$ cat src/rtl/mandel_dispatch.sv
// Mandelbrot frame dispatcher: walks the raster pixel by pixel, launches the solver on each
// point and streams the captured iteration count out as an addressed result write.
module mandel_dispatch #(
    parameter int unsigned H_PIX = 640,
    parameter int unsigned V_PIX = 480,
    localparam int unsigned CW = 27,
    localparam int unsigned IW = 13,
    localparam int unsigned AW = 19
) (
    input  logic          clk,
    input  logic          reset,
    input  logic          start,
    input  logic [CW-1:0] x_start,
    input  logic [CW-1:0] y_start,
    input  logic [CW-1:0] dx,
    input  logic [CW-1:0] dy,
    input  logic [IW-1:0] max_iter,
    output logic          slv_reset,
    output logic [CW-1:0] slv_cr,
    output logic [CW-1:0] slv_ci,
    output logic [IW-1:0] slv_max_iter,
    input  logic [IW-1:0] slv_iter,
    input  logic          slv_done,
    output logic          wr_valid,
    input  logic          wr_ready,
    output logic [AW-1:0] wr_addr,
    output logic [IW-1:0] wr_iter,
    output logic          busy,
    output logic          frame_done
);

    localparam int unsigned XW = (H_PIX > 1) ? $clog2(H_PIX) : 1;
    localparam int unsigned YW = (V_PIX > 1) ? $clog2(V_PIX) : 1;

    typedef enum logic [2:0] {IDLE, LAUNCH, WAIT, WRITE, ADVANCE} state_t;

    state_t        state, state_n;
    logic [XW-1:0] x, x_n;
    logic [YW-1:0] y, y_n;
    logic          first_wait, first_wait_n;
    logic [CW-1:0] x0, x0_n, dx_q, dx_q_n, dy_q, dy_q_n;
    logic [CW-1:0] slv_cr_n, slv_ci_n;
    logic [IW-1:0] slv_max_iter_n, wr_iter_n;
    logic [AW-1:0] wr_addr_n;
    logic          slv_reset_n, wr_valid_n, busy_n, frame_done_n;

    // Next-state and datapath updates; status outputs are registered from the next state.
    always_comb begin
        state_n        = state;
        x_n            = x;
        y_n            = y;
        first_wait_n   = first_wait;
        x0_n           = x0;
        dx_q_n         = dx_q;
        dy_q_n         = dy_q;
        slv_cr_n       = slv_cr;
        slv_ci_n       = slv_ci;
        slv_max_iter_n = slv_max_iter;
        wr_iter_n      = wr_iter;
        wr_addr_n      = wr_addr;
        frame_done_n   = 1'b0;

        case (state)
            IDLE: begin
                if (start) begin
                    state_n        = LAUNCH;
                    x0_n           = x_start;
                    dx_q_n         = dx;
                    dy_q_n         = dy;
                    slv_max_iter_n = max_iter;
                    slv_cr_n       = x_start;
                    slv_ci_n       = y_start;
                    x_n            = '0;
                    y_n            = '0;
                    wr_addr_n      = '0;
                end
            end
            LAUNCH: begin
                state_n      = WAIT;
                first_wait_n = 1'b1;
            end
            WAIT: begin
                // slv_done may still reflect the previous pixel on the first cycle
                first_wait_n = 1'b0;
                if (!first_wait && slv_done) begin
                    wr_iter_n = slv_iter;
                    state_n   = WRITE;
                end
            end
            WRITE: begin
                if (wr_ready) begin
                    state_n = ADVANCE;
                end
            end
            ADVANCE: begin
                if (x != XW'(H_PIX - 1)) begin
                    x_n       = x + XW'(1);
                    slv_cr_n  = slv_cr + dx_q;
                    wr_addr_n = wr_addr + AW'(1);
                    state_n   = LAUNCH;
                end else if (y != YW'(V_PIX - 1)) begin
                    x_n       = '0;
                    y_n       = y + YW'(1);
                    slv_cr_n  = x0;
                    slv_ci_n  = slv_ci + dy_q;
                    wr_addr_n = wr_addr + AW'(1);
                    state_n   = LAUNCH;
                end else begin
                    frame_done_n = 1'b1;
                    state_n      = IDLE;
                end
            end
            default: state_n = IDLE;
        endcase

        slv_reset_n = (state_n == IDLE) || (state_n == LAUNCH);
        wr_valid_n  = (state_n == WRITE);
        busy_n      = (state_n != IDLE);
    end

    always_ff @(posedge clk) begin
        if (reset) begin
            state        <= IDLE;
            x            <= '0;
            y            <= '0;
            first_wait   <= 1'b0;
            x0           <= '0;
            dx_q         <= '0;
            dy_q         <= '0;
            slv_cr       <= '0;
            slv_ci       <= '0;
            slv_max_iter <= '0;
            wr_iter      <= '0;
            wr_addr      <= '0;
            slv_reset    <= 1'b1;
            wr_valid     <= 1'b0;
            busy         <= 1'b0;
            frame_done   <= 1'b0;
        end else begin
            state        <= state_n;
            x            <= x_n;
            y            <= y_n;
            first_wait   <= first_wait_n;
            x0           <= x0_n;
            dx_q         <= dx_q_n;
            dy_q         <= dy_q_n;
            slv_cr       <= slv_cr_n;
            slv_ci       <= slv_ci_n;
            slv_max_iter <= slv_max_iter_n;
            wr_iter      <= wr_iter_n;
            wr_addr      <= wr_addr_n;
            slv_reset    <= slv_reset_n;
            wr_valid     <= wr_valid_n;
            busy         <= busy_n;
            frame_done   <= frame_done_n;
        end
    end

endmodule

$ cat config.mk
export PLATFORM = sky130hd
export DESIGN_NAME = mandel_dispatch
export DESIGN_NICKNAME = d
export VERILOG_FILES = /design/src/rtl/mandel_dispatch.sv
export SDC_FILE = /design/constraint.sdc
export NUM_CORES = 1
export LEC_CHECK = 0
export BUFFER_PORTS_ARGS = -buffer_cell sky130_fd_sc_hd__buf_4
export CAP_MARGIN = 20
export CORE_ASPECT_RATIO = 1.1
export CORE_MARGIN = 2
export CORE_UTILIZATION = 55
export CTS_CLUSTER_SIZE = 14
export DETAILED_ROUTE_END_ITERATION = 12
export GPL_ROUTABILITY_DRIVEN = 0
export GPL_TIMING_DRIVEN = 0
export MAX_ROUTING_LAYER = met4
export PLACE_DENSITY = 0.89
export SLEW_MARGIN = 20
export SYNTH_ARGS = -nofsm -noshare
export SYNTH_HDL_FRONTEND = slang
export SYNTH_SLANG_ARGS = --single-unit
$ cat constraint.sdc
create_clock -name clk -period 3.26 [get_ports clk]
set_input_delay 0.652 -clock clk [delete_from_list [all_inputs] [get_ports clk]]
set_output_delay 0.652 -clock clk [all_outputs]
set_load 0.02 [all_outputs]
; Word-level counts from Yosys, hierarchy flattened
; Cells that the tools add are included.
[word_totals]
in_bits = 139
reg_bits = 207
output_inout_bits = 103
[op_classes]
n_mux = 28
bitwise = 1
n_addsub = 5
eq_ne = 12
reduce_logical = 13
[op_table]
columns = cell, count
row1 = two-way mux 27 bit, 6
row2 = case mux 27 bit (2 select lines), 2
row3 = two-way mux 19 bit, 3
row4 = adder 27 bit, 2
row5 = case mux 19 bit (2 select lines), 1
row6 = two-way mux 10 bit, 3
row7 = two-way mux 9 bit, 3
row8 = case mux 10 bit (2 select lines), 1
row9 = adder 19 x 1 -> 19 bit (second input constant), 1
row10 = case mux 9 bit (2 select lines), 1
row11 = case mux 3 bit (5 select lines), 1
row12 = adder 10 x 1 -> 10 bit (second input constant), 1
row13 = inequality test 10 bit (second input constant), 1
row14 = adder 9 x 1 -> 9 bit (second input constant), 1
row15 = == test 3 x 2 -> 1 bit (second input constant), 3
row16 = two-way mux 3 bit, 3
row17 = inequality test 9 bit (second input constant), 1
row18 = == test 3 x 1 -> 1 bit (second input constant), 2
row19 = logical NOT 3 bit, 2
row20 = inequality test 2 bit (second input constant), 3
row21 = AND reduction 2 bit, 2
row22 = AND reduction 4 bit, 1
row23 = nonzero test 2 bit, 2
row24 = == test 3 bit (second input constant), 1
row25 = 10 further kinds, 12

; Depth between registers and ports, before layout
; Gate-level depths: netlist (run 1).
[logic_depth]
depth_word = 6
mapped_depth = 12
ltp_nobuf = 12

; Least setup slack after synthesis (run 1)
; OpenSTA, ideal clock, no wires.
[synth_path]
path_kind = reg-to-reg
start = reg slv_cr[0]
end = reg slv_cr[24]
n_path_buf = 0
path_stages_with_launch = 13
path_slack_ns = 0.575
arrival_ns = 2.563
path_cell_list = dfxtp_1 -> ha_1 -> inv_1 -> fa_1 -> nor2b_1 -> o21ai_0 -> a21oi_1 -> o211ai_1 -> a21oi_1 -> o21ai_1 -> a21oi_1 -> xor2_1 -> a221o_1
[synth_between]
elab_chain_cells = 3
[synth_lines]
columns = item, line_no
row1 = from (decl), 19  ; output logic [CW-1:0] slv_cr,
row2 = from (signal assigned), 147  ; slv_cr <= slv_cr_n;
row3 = adder 27 bit, 98  ; slv_cr_n = slv_cr + dx_q;
row4 = two-way mux 27 bit, 96  ; if (x != XW'(H_PIX - 1)) begin
row5 = case mux 27 bit (2 select lines), 63  ; case (state)
; No other way between the ends.
; A chain may end at the register's enable or synchronous reset.

; Worst setup path after layout (run 1)
[layout_path]
start = reg x[0]
end = reg slv_ci[21]
[layout_between]
elab_chain_cells = 3
[layout_lines]
columns = item, line_no
row1 = from (decl), 38  ; logic [XW-1:0] x, x_n;
row2 = from (signal assigned), 141  ; x <= x_n;
row3 = inequality test 10 bit, 96
row4 = inequality test 2 bit (no source line), -
row5 = AND reduction 4 bit (no source line), -
row6 = to (signal assigned), 148  ; slv_ci <= slv_ci_n;
row7 = to (decl), 20  ; output logic [CW-1:0] slv_ci,
; No other way between the ends.

==> impl_results.rst, run 1 <==
.. list-table::
   :header-rows: 1

   * - Metric
     - Value
   * - # DRC
     - 0
   * - Root buf cell
     - sky130_fd_sc_hd__clkbuf_16
   * - Critical-path cell with the highest stage delay
     - sky130_fd_sc_hd__buf_1
   * - Distinct cell type count of the synthesized netlist
     - 75
   * - Tot GR Track Use
     - 33.8%
   * - TritonCTS clock tree
     - built
   * - Most repeated cell in the gate-level netlist after synthesis
     - sky130_fd_sc_hd__nand2_1
   * - Synthesis Warnings
     - 0
   * - Die boundary height
     - around 150 µm
   * - Post-synthesis compound-gate area fraction
     - about a fifth
   * - Startpoint of the worst register-to-register path
     - x[0]$_SDFFE_PP0P_
   * - Int Power
     - 4.92 mW
   * - Post-detailed-routing wire length
     - 34900 µm
   * - Area share of the largest cell type after synthesis
     - 38.4%
   * - XOR/XNOR share of the synthesized area
     - 5.27%
   * - Switching fraction of total power
     - between 20% and 30%
   * - Starting Density
     - 56.3%
   * - Max-slew violation count
     - 0
   * - Required time of the worst setup path
     - around 3.7 ns
   * - Post-synth ARST share
     - 0%
   * - Cell area after synthesis
     - around 0.011 mm²
   * - Cell chain of the critical path
     - ha_1, and4bb_2, nand4_2, nand2_1, o21a_1, buf_2, buf_1, nor2_1, a211oi_1
   * - Number of vias after detailed routing
     - approximately 11000
   * - Post-synth EDFFs
     - 0
   * - CTS max path bufs
     - 3
   * - Fraction of final layout cells sized beyond drive strength 1
     - between 10% and 20%
   * - Combinational family with the most area after synthesis
     - simple AND/OR/NAND/NOR gates
   * - Power density cells
     - 510 mW/mm²
   * - # port buffers
     - between 200 and 250
   * - Final critical delay including setup and external delays
     - about 3.1 ns
   * - Sum Neg Setup Slack
     - 0 ns
   * - Die Footprint
     - 0.0208 mm²
   * - Maximum VDD drop
     - 0.464 mV
   * - Wire length per cell
     - 18.5 µm
   * - Final core area utilization
     - slightly above 70%
   * - Critical-path maximum fanout
     - 10
   * - Overall die width
     - roughly 140 µm
   * - Largest net degree at the start of global routing
     - 15
   * - Sequential-to-total area share from yosys stat
     - between 30% and 40%
   * - Worst-case headroom to the max-slew limit
     - around a third
   * - Count of final setup violators
     - 0
   * - Launch instance of the worst min-delay path
     - dx[11]
   * - Count of pins on the block boundary
     - between 200 and 250
   * - Via/cell ratio
     - around 6
   * - Predominant post-synthesis flop cell
     - sky130_fd_sc_hd__dfxtp_1
   * - Cell type with the highest aggregate area in the netlist
     - sky130_fd_sc_hd__dfxtp_1
   * - WHS Endpoint
     - dx_q[11]$_SDFFE_PP0P_
   * - R2R setup slack
     - between 0.1 and 0.15 ns
   * - Gate Count Post-Synth
     - 1360
   * - Fin nets
     - 1821
   * - Clock Skews
     - slightly above 0.02 ns
   * - Endpoint type of the worst setup path
     - flip-flop
   * - Multiplexer share of the synthesized area
     - 1.96%
   * - Data arrival time of the critical path
     - around 3.6 ns
   * - Final instance count without filler cells
     - between 1500 and 2000
   * - Post-synthesis average cell area
     - approximately 7.9 µm²
   * - # Post-CTS Setup Buffers
     - 0
   * - CTS clock-pin slew for the worst setup and hold paths
     - about 0.070 ns
   * - Remaining Overflow, GRT
     - 0
   * - Worst-case hold slack
     - roughly 0.38 ns
   * - Number of antenna violations at the first check in global routing
     - 0
   * - Hold-critical path depth
     - 3
   * - Synth-to-layout area growth
     - 26.9%
   * - Setup repair after global routing missed its margin
     - no
   * - Maximum capacitance violations
     - 0
   * - Post-Synthesis Net Count
     - around 1600
   * - Ranking of synthesized cells by instance count
     - sky130_fd_sc_hd__nand2_1, sky130_fd_sc_hd__dfxtp_1, sky130_fd_sc_hd__a21oi_1
   * - Number of global-route vias before repair
     - around 11000
   * - Worst reg2reg endpoint
     - slv_ci[21]$_SDFFE_PP0P_
   * - Leakage power figure
     - between 5 and 6 nW
   * - Net switching power figure
     - around 2.1 mW
   * - Clock sink total
     - 207
   * - Worst hold path type
     - primary input to flip-flop
   * - Biggest area contributors in the synthesized netlist
     - sky130_fd_sc_hd__dfxtp_1, sky130_fd_sc_hd__nand2_1, sky130_fd_sc_hd__a21oi_1
   * - Summed area of non-filler cells in the final layout
     - approximately 0.014 mm²
   * - DRT iter0 DRCs
     - around 1100
   * - Count of antenna-violating nets left after detailed routing
     - 0
   * - Clock power share
     - 38.8%
   * - Combinational group share of total power
     - between 20% and 30%
   * - Pre-Repair DR Iteration Count
     - 6
   * - Fraction of the cycle the final worst path needs
     - 96.3%
   * - Adder and majority cell fraction of the synthesized area
     - 6.74%
   * - Number of diodes added for antenna fixing
     - 0
   * - Synthesis-stage register bit count
     - approximately 210
   * - Total half-perimeter wirelength after legalization and detailed placement
     - roughly 26000 µm
   * - Worst-Skew Late Latency
     - between 0.5 and 0.6 ns
   * - Area fraction in and, or, nand and nor cells after synthesis
     - a little under a quarter
   * - CTS hold repair buffers
     - 0
   * - Number of rows in the core area
     - 53
   * - First-pass GRT wire length
     - 54200 µm
   * - Worst Setup Path Type
     - flip-flop to flip-flop
   * - Share of power burned in registers
     - 40.6%
   * - CTS buffer count
     - 22
   * - Outcome
     - complete, no violations
   * - Core region area
     - 0.0192 mm²
   * - Final hold violation count
     - 0
   * - Reg2reg path depth
     - 9
   * - Max stage delay on crit path
     - roughly 0.56 ns
   * - Element type at the critical path start
     - flip-flop
   * - CTS H-tree lvls
     - 1
   * - Placed instance area
     - 0.0129 mm²
   * - # placed instances
     - ~1800
   * - Worst slew pin tran
     - 0.977 ns
   * - Maximum achievable frequency
     - ~320 MHz
-- kinds of logic (layout without fill, tap and decap cells) --
logic type	after synthesis	count (layout)
simple gates	546	546
compound gates	365	365
xor+xnor	65	65
mux	21	21
flops	207	207
buf+inv	99	379
fa+ha+maj	57	57
-- worst max-delay path, delay by kind of cell (launching register included) --
family,cells,cell delay [ns]
compound gates,2,0.41
fa+ha+maj,1,0.33
buf+inv,2,0.76
flops,1,0.42
simple gates,4,1.13
-- through the flow --
step	worst slack [ns]	power, mW
6_report	0.121	6.99
5_1_grt	0.0174	7.21
4_1_cts	0.0779	6.96
3_5_place_dp	0.0983	4.28
3_3_place_gp	0.212	4.24
2_1_floorplan	0.575	3.72
-- area by class of cell --
type	instances	area (µm²)
multi-input combinational	1054	6260
fill	1486	5460
sequential	207	4140
timing repair buffer	241	1810
clock buffer	27	611
buffer	82	347
tap	247	309
clock inverter	12	165
inverter	17	63.8
-- power by group through the flow --
| stage | Sequential (mW) | Combinational (mW) | Clock [mW] |
|---|---|---|---|
| finish | 2.84 | 1.43 | 2.71 |
| global route | 2.85 | 1.55 | 2.81 |
| CTS | 2.83 | 1.41 | 2.72 |
| detailed placement | 2.89 | 1.39 | 0 |
| global placement | 2.88 | 1.36 | 0 |
| floorplan | 2.95 | 0.768 | 0 |
-- registers in the layout, summed over array words and instances, names as in the netlist, 3 cells and up --
signal        cells
wr_iter          13
state             3
slv_max_iter     13
wr_addr          19
slv_ci           27
dy_q             27
x0               27
slv_cr           27
y                 9
x                10
dx_q             27
-- how the worst max path moves through the flow --
stage	slack, ns	cells past startpoint	startpoint	endpoint
2_1_floorplan	0.58	12	slv_cr[0]$_SDFFE_PP0P_	slv_cr[24]$_SDFFE_PP0P_
3_3_place_gp	0.21	11	slv_cr[1]$_SDFFE_PP0P_	slv_cr[24]$_SDFFE_PP0P_
3_5_place_dp	0.1	11	slv_cr[1]$_SDFFE_PP0P_	slv_cr[24]$_SDFFE_PP0P_
4_1_cts	0.08	12	slv_cr[0]$_SDFFE_PP0P_	slv_cr[24]$_SDFFE_PP0P_
5_1_grt	0.02	12	slv_cr[0]$_SDFFE_PP0P_	slv_cr[24]$_SDFFE_PP0P_
6_report	0.12	9	x[0]$_SDFFE_PP0P_	slv_ci[21]$_SDFFE_PP0P_
-- routing by layer --
layer  track usage [%]  up-vias  part of all wire [%]
met5                 -        -                     0
met4              16.8        0                   5.0
met3              4.89      142                    10
met2              55.0      638                    47
met1              41.0     5275                    38
li1                  -     5306                     -
-- cells in the final DEF, fill, tap and decap left out, types with 20 or more instances in the layout --
cell type	netlist	final
sky130_fd_sc_hd__clkbuf_1	58	60
sky130_fd_sc_hd__dfxtp_1	207	207
sky130_fd_sc_hd__xnor2_1	32	32
sky130_fd_sc_hd__mux2i_1	20	20
sky130_fd_sc_hd__o21ai_0	45	45
sky130_fd_sc_hd__a21oi_1	174	172
sky130_fd_sc_hd__nand3_1	26	26
sky130_fd_sc_hd__a211oi_1	24	24
sky130_fd_sc_hd__buf_4	1	241
sky130_fd_sc_hd__ha_1	55	55
sky130_fd_sc_hd__nor2_1	116	116
sky130_fd_sc_hd__clkbuf_16	0	23
sky130_fd_sc_hd__xor2_1	33	33
sky130_fd_sc_hd__o211ai_1	24	24
sky130_fd_sc_hd__nand2_1	295	295
-- repair_timing --
item,in CTS,in global routing
resized for setup,0,2
hold endpoints to repair,0,0
setup endpoints to repair,0,2
Power figures use the tool's default switching activity.
==> run 2, diff against run 1 <==
--- a/config.mk
+++ b/config.mk
@@ -9,13 +9,13 @@
 export CAP_MARGIN = 20
 export CORE_ASPECT_RATIO = 1.1
 export CORE_MARGIN = 2
-export CORE_UTILIZATION = 55
+export CORE_UTILIZATION = 45
 export CTS_CLUSTER_SIZE = 14
 export DETAILED_ROUTE_END_ITERATION = 12
 export GPL_ROUTABILITY_DRIVEN = 0
 export GPL_TIMING_DRIVEN = 0
 export MAX_ROUTING_LAYER = met4
-export PLACE_DENSITY = 0.89
+export PLACE_DENSITY = 0.76
 export SLEW_MARGIN = 20
 export SYNTH_ARGS = -nofsm -noshare
 export SYNTH_HDL_FRONTEND = slang
==> run 2 against run 1 <==
  * Critical endpoint is now slv_ci[25]$_SDFFE_PP0P_
  * Largest cell class unchanged
  * Core utilization decreased by 13 points
  * Sequential share of layout area shrank 0.27 points
  * Via count decreased by 3.2%
==> impl_results.rst, run 2 (synthesis gave the netlist of run 1 again) <==
.. list-table::
   :header-rows: 1

   * - Metric
     - Value
   * - Setup repair after global routing missed its margin
     - no
   * - DRT iter0 DRCs
     - 767 (-29%)
   * - Via/cell ratio
     - 5.64 (-6.4%)
   * - CTS H-tree lvls
     - 1 (unchanged)
   * - Clock sink total
     - 207 (unchanged)
   * - Max-slew violation count
     - 0 (unchanged)
   * - Startpoint of the worst register-to-register path
     - slv_ci[3]$_SDFFE_PP0P_
   * - Placed instance area
     - 0.0130 mm² (+0.58%)
   * - Worst slew pin tran
     - 0.983 ns (+0.00693 ns)
   * - # Post-CTS Setup Buffers
     - 0 (unchanged)
   * - Worst-case hold slack
     - 0.371 ns (-0.00471 ns)
   * - Most frequent standard cell in the layout excluding fill and tap cells
     - sky130_fd_sc_hd__nand2_1
   * - Critical path origin
     - slv_ci[3]$_SDFFE_PP0P_
   * - Synth-to-layout area growth
     - 28.0%
   * - Combinational group share of total power
     - 20.2% (-0.3 points)
   * - Largest net degree at the start of global routing
     - 14 (-1)
   * - Maximum achievable frequency
     - 324 MHz (+1.8%)
   * - Count of pins on the block boundary
     - 242 (unchanged)
   * - CTS max path bufs
     - 3 (unchanged)
   * - # placed instances
     - 1906 (+3.1%)
   * - Leakage power figure
     - 5.85 nW (+0.46%)
   * - Number of diodes added for antenna fixing
     - 0 (unchanged)
   * - Fin nets
     - 1823 (+0.11%)
   * - Max stage delay on crit path
     - 0.52 ns (-0.04 ns)
   * - Switching fraction of total power
     - 29.5% (-0.099 points)
   * - Final core area utilization
     - 58.5% (-13 points)
   * - CTS clock-pin slew for the worst setup and hold paths
     - 0.06 ns (about the same)
   * - Wire length per cell
     - 17.9 µm (-3.0%)
   * - Cell chain of the critical path
     - ha_1, a21o_1, a22oi_1, a21oi_1, o311ai_1, o211ai_1, o41ai_2, o21ai_1, xnor2_1, a221oi_2
   * - Maximum capacitance violations
     - 0 (unchanged)
   * - Final instance count without filler cells
     - 1950 (+3.3%)
   * - Critical-path cell with the highest stage delay
     - sky130_fd_sc_hd__o311ai_1
   * - Register Area
     - 0.00414 mm² (unchanged)
   * - Clock power share
     - 39.6% (+0.8 points)
   * - Post-layout power
     - 7.06 mW (+1.0%)
   * - Post-route setup slack
     - 0.175 ns (+0.0540 ns)
   * - Outcome
     - complete, no violations
   * - Combined buffer and inverter count along the critical path
     - 0 (-2)
   * - Pre-Repair DR Iteration Count
     - 5 (-1)
   * - Post-detailed-routing wire length
     - 35000 µm (+0.25%)
   * - Element type at the critical path start
     - flip-flop
   * - Clock Skews
     - 0.0166 ns (-0.00377 ns)
   * - Power density cells
     - 510 mW/mm² (+0.12%)
   * - Int Power
     - 4.98 mW (+1.2%)
   * - Total half-perimeter wirelength after legalization and detailed placement
     - 26200 µm (+2.2%)
   * - CTS buffer count
     - 24 (+9.1%)
   * - Critical-path maximum fanout
     - 5 (-5)
   * - Pre-CTS setup slack
     - 0.0955 ns (-0.00285 ns)
   * - Final hold violation count
     - 0 (unchanged)
   * - Maximum VDD drop
     - 0.418 mV (-9.8%)
   * - Worst-case headroom to the max-slew limit
     - 33.9% (-0.97 points)
   * - Number of vias after detailed routing
     - 11000 (-3.2%)
   * - Number of global-route vias before repair
     - 10500 (-3.7%)
   * - Share of power burned in registers
     - 40.2% (-0.4 points)
   * - Total area of multi-input combinational cells
     - 0.00626 mm² (unchanged)
   * - Fraction of final layout cells sized beyond drive strength 1
     - 20.1% (+0.18 points)
   * - Root buf cell
     - sky130_fd_sc_hd__clkbuf_16
   * - Worst path top cell family by delay
     - compound AO/OA/AOI/OAI gates
   * - Fill cell total of the finished layout
     - 2185 (+47%)
   * - Number of rows in the core area
     - 59 (+11%)
   * - First-pass GRT wire length
     - 54300 µm (+0.20%)
   * - Worst hold path type
     - primary input to flip-flop
   * - Endpoint type of the worst setup path
     - flip-flop
   * - Count of antenna-violating nets left after detailed routing
     - 0 (unchanged)
   * - # DRC
     - 0 (unchanged)
   * - # port buffers
     - 240 (unchanged)
   * - Fraction of the cycle the final worst path needs
     - 94.6% (-1.7 points)
   * - Worst-Skew Late Latency
     - 0.52 ns (about the same)
   * - Die Footprint
     - 0.0253 mm² (+22%)
   * - TritonCTS clock tree
     - built
   * - Tot GR Track Use
     - 27.6% (-6.2 points)
   * - Starting Density
     - 45.7% (-11 points)
   * - Net switching power figure
     - 2.08 mW (+0.68%)
   * - Required time of the worst setup path
     - 3.70 ns (about the same)
   * - Core region area
     - 0.0236 mm² (+23%)
   * - Number of antenna violations at the first check in global routing
     - 0 (unchanged)
   * - CTS hold repair buffers
     - 0 (unchanged)
   * - Summed area of non-filler cells in the final layout
     - 0.0138 mm² (+0.90%)
   * - Data arrival time of the critical path
     - 3.52 ns (-0.05 ns)
   * - Count of final setup violators
     - 0 (unchanged)
   * - Remaining Overflow, GRT
     - 0 (unchanged)
   * - Overall die width
     - 152 µm (+10%)
   * - Worst Setup Path Type
     - flip-flop to flip-flop
   * - Die boundary height
     - 166 µm (+10%)
   * - Commonest cells after routing, fill and taps aside
     - sky130_fd_sc_hd__nand2_1, sky130_fd_sc_hd__buf_4, sky130_fd_sc_hd__dfxtp_1, sky130_fd_sc_hd__a21oi_1, sky130_fd_sc_hd__nor2_1
   * - Launch instance of the worst min-delay path
     - slv_iter[10]
   * - Final critical delay including setup and external delays
     - 3.09 ns (-0.0540 ns)
   * - Sum Neg Setup Slack
     - 0 ns (unchanged)
run 2: changes by cell type in the layout (fill, tap and decap cells not counted), sizes merged:
| cell | before | now |
|---|---|---|
| clkbuf | 85 | 89 |
| bufinv | 4 | 3 |
| clkinv | 6 | 8 |
run 2: tightest hold or removal path, cell delays in order:
cell                      delay (ns)
sky130_fd_sc_hd__buf_4          0.08
sky130_fd_sc_hd__mux2i_1        0.05
sky130_fd_sc_hd__nor2_1         0.07
run 2: per-layer routing:
layer | up-vias | GRT usage [%] | part of all wire, %
met1 | 5161 | 34.4 | 41
met4 | 0 | 9.82 | 3.6
met5 | - | - | 0
met3 | 96 | 4.16 | 8.1
li1 | 5315 | - | -
met2 | 422 | 45.3 | 48
run 2: power by group through the flow:
stage / Clock, mW / Combinational [mW] / Sequential [mW]
2_1_floorplan: 0 / 0.768 / 2.95
3_3_place_gp: 0 / 1.37 / 2.88
3_5_place_dp: 0 / 1.40 / 2.89
4_1_cts: 2.83 / 1.41 / 2.83
5_1_grt: 2.93 / 1.56 / 2.85
6_report: 2.80 / 1.42 / 2.83
run 2: final timing paths:
check / endpoint / slack (ns) / depth (start not counted)
hold reg to reg: x0[7]$_SDFFE_PP0P_ / 0.46 / 2
hold / removal: wr_iter[10]$_SDFFE_PP0P_ / 0.37 / 3
setup reg to reg: slv_ci[25]$_SDFFE_PP0P_ / 0.17 / 10
setup / recovery: slv_ci[25]$_SDFFE_PP0P_ / 0.17 / 10
run 2: repair_timing:
item,in CTS,in global routing
gates resized for setup,0,2
endpoints found under the setup margin,0,2
hold endpoints to repair,0,0
run 2: layout make-up:
cell class                 count  share of cell area (%)
multi-input combinational   1054                    45.3
sequential                   207                    30.0
timing repair buffer         241                    13.1
clock buffer                  31                    4.90
tap                          305                    2.76
buffer                        82                    2.51
clock inverter                13                    1.05
inverter                      17                   0.462
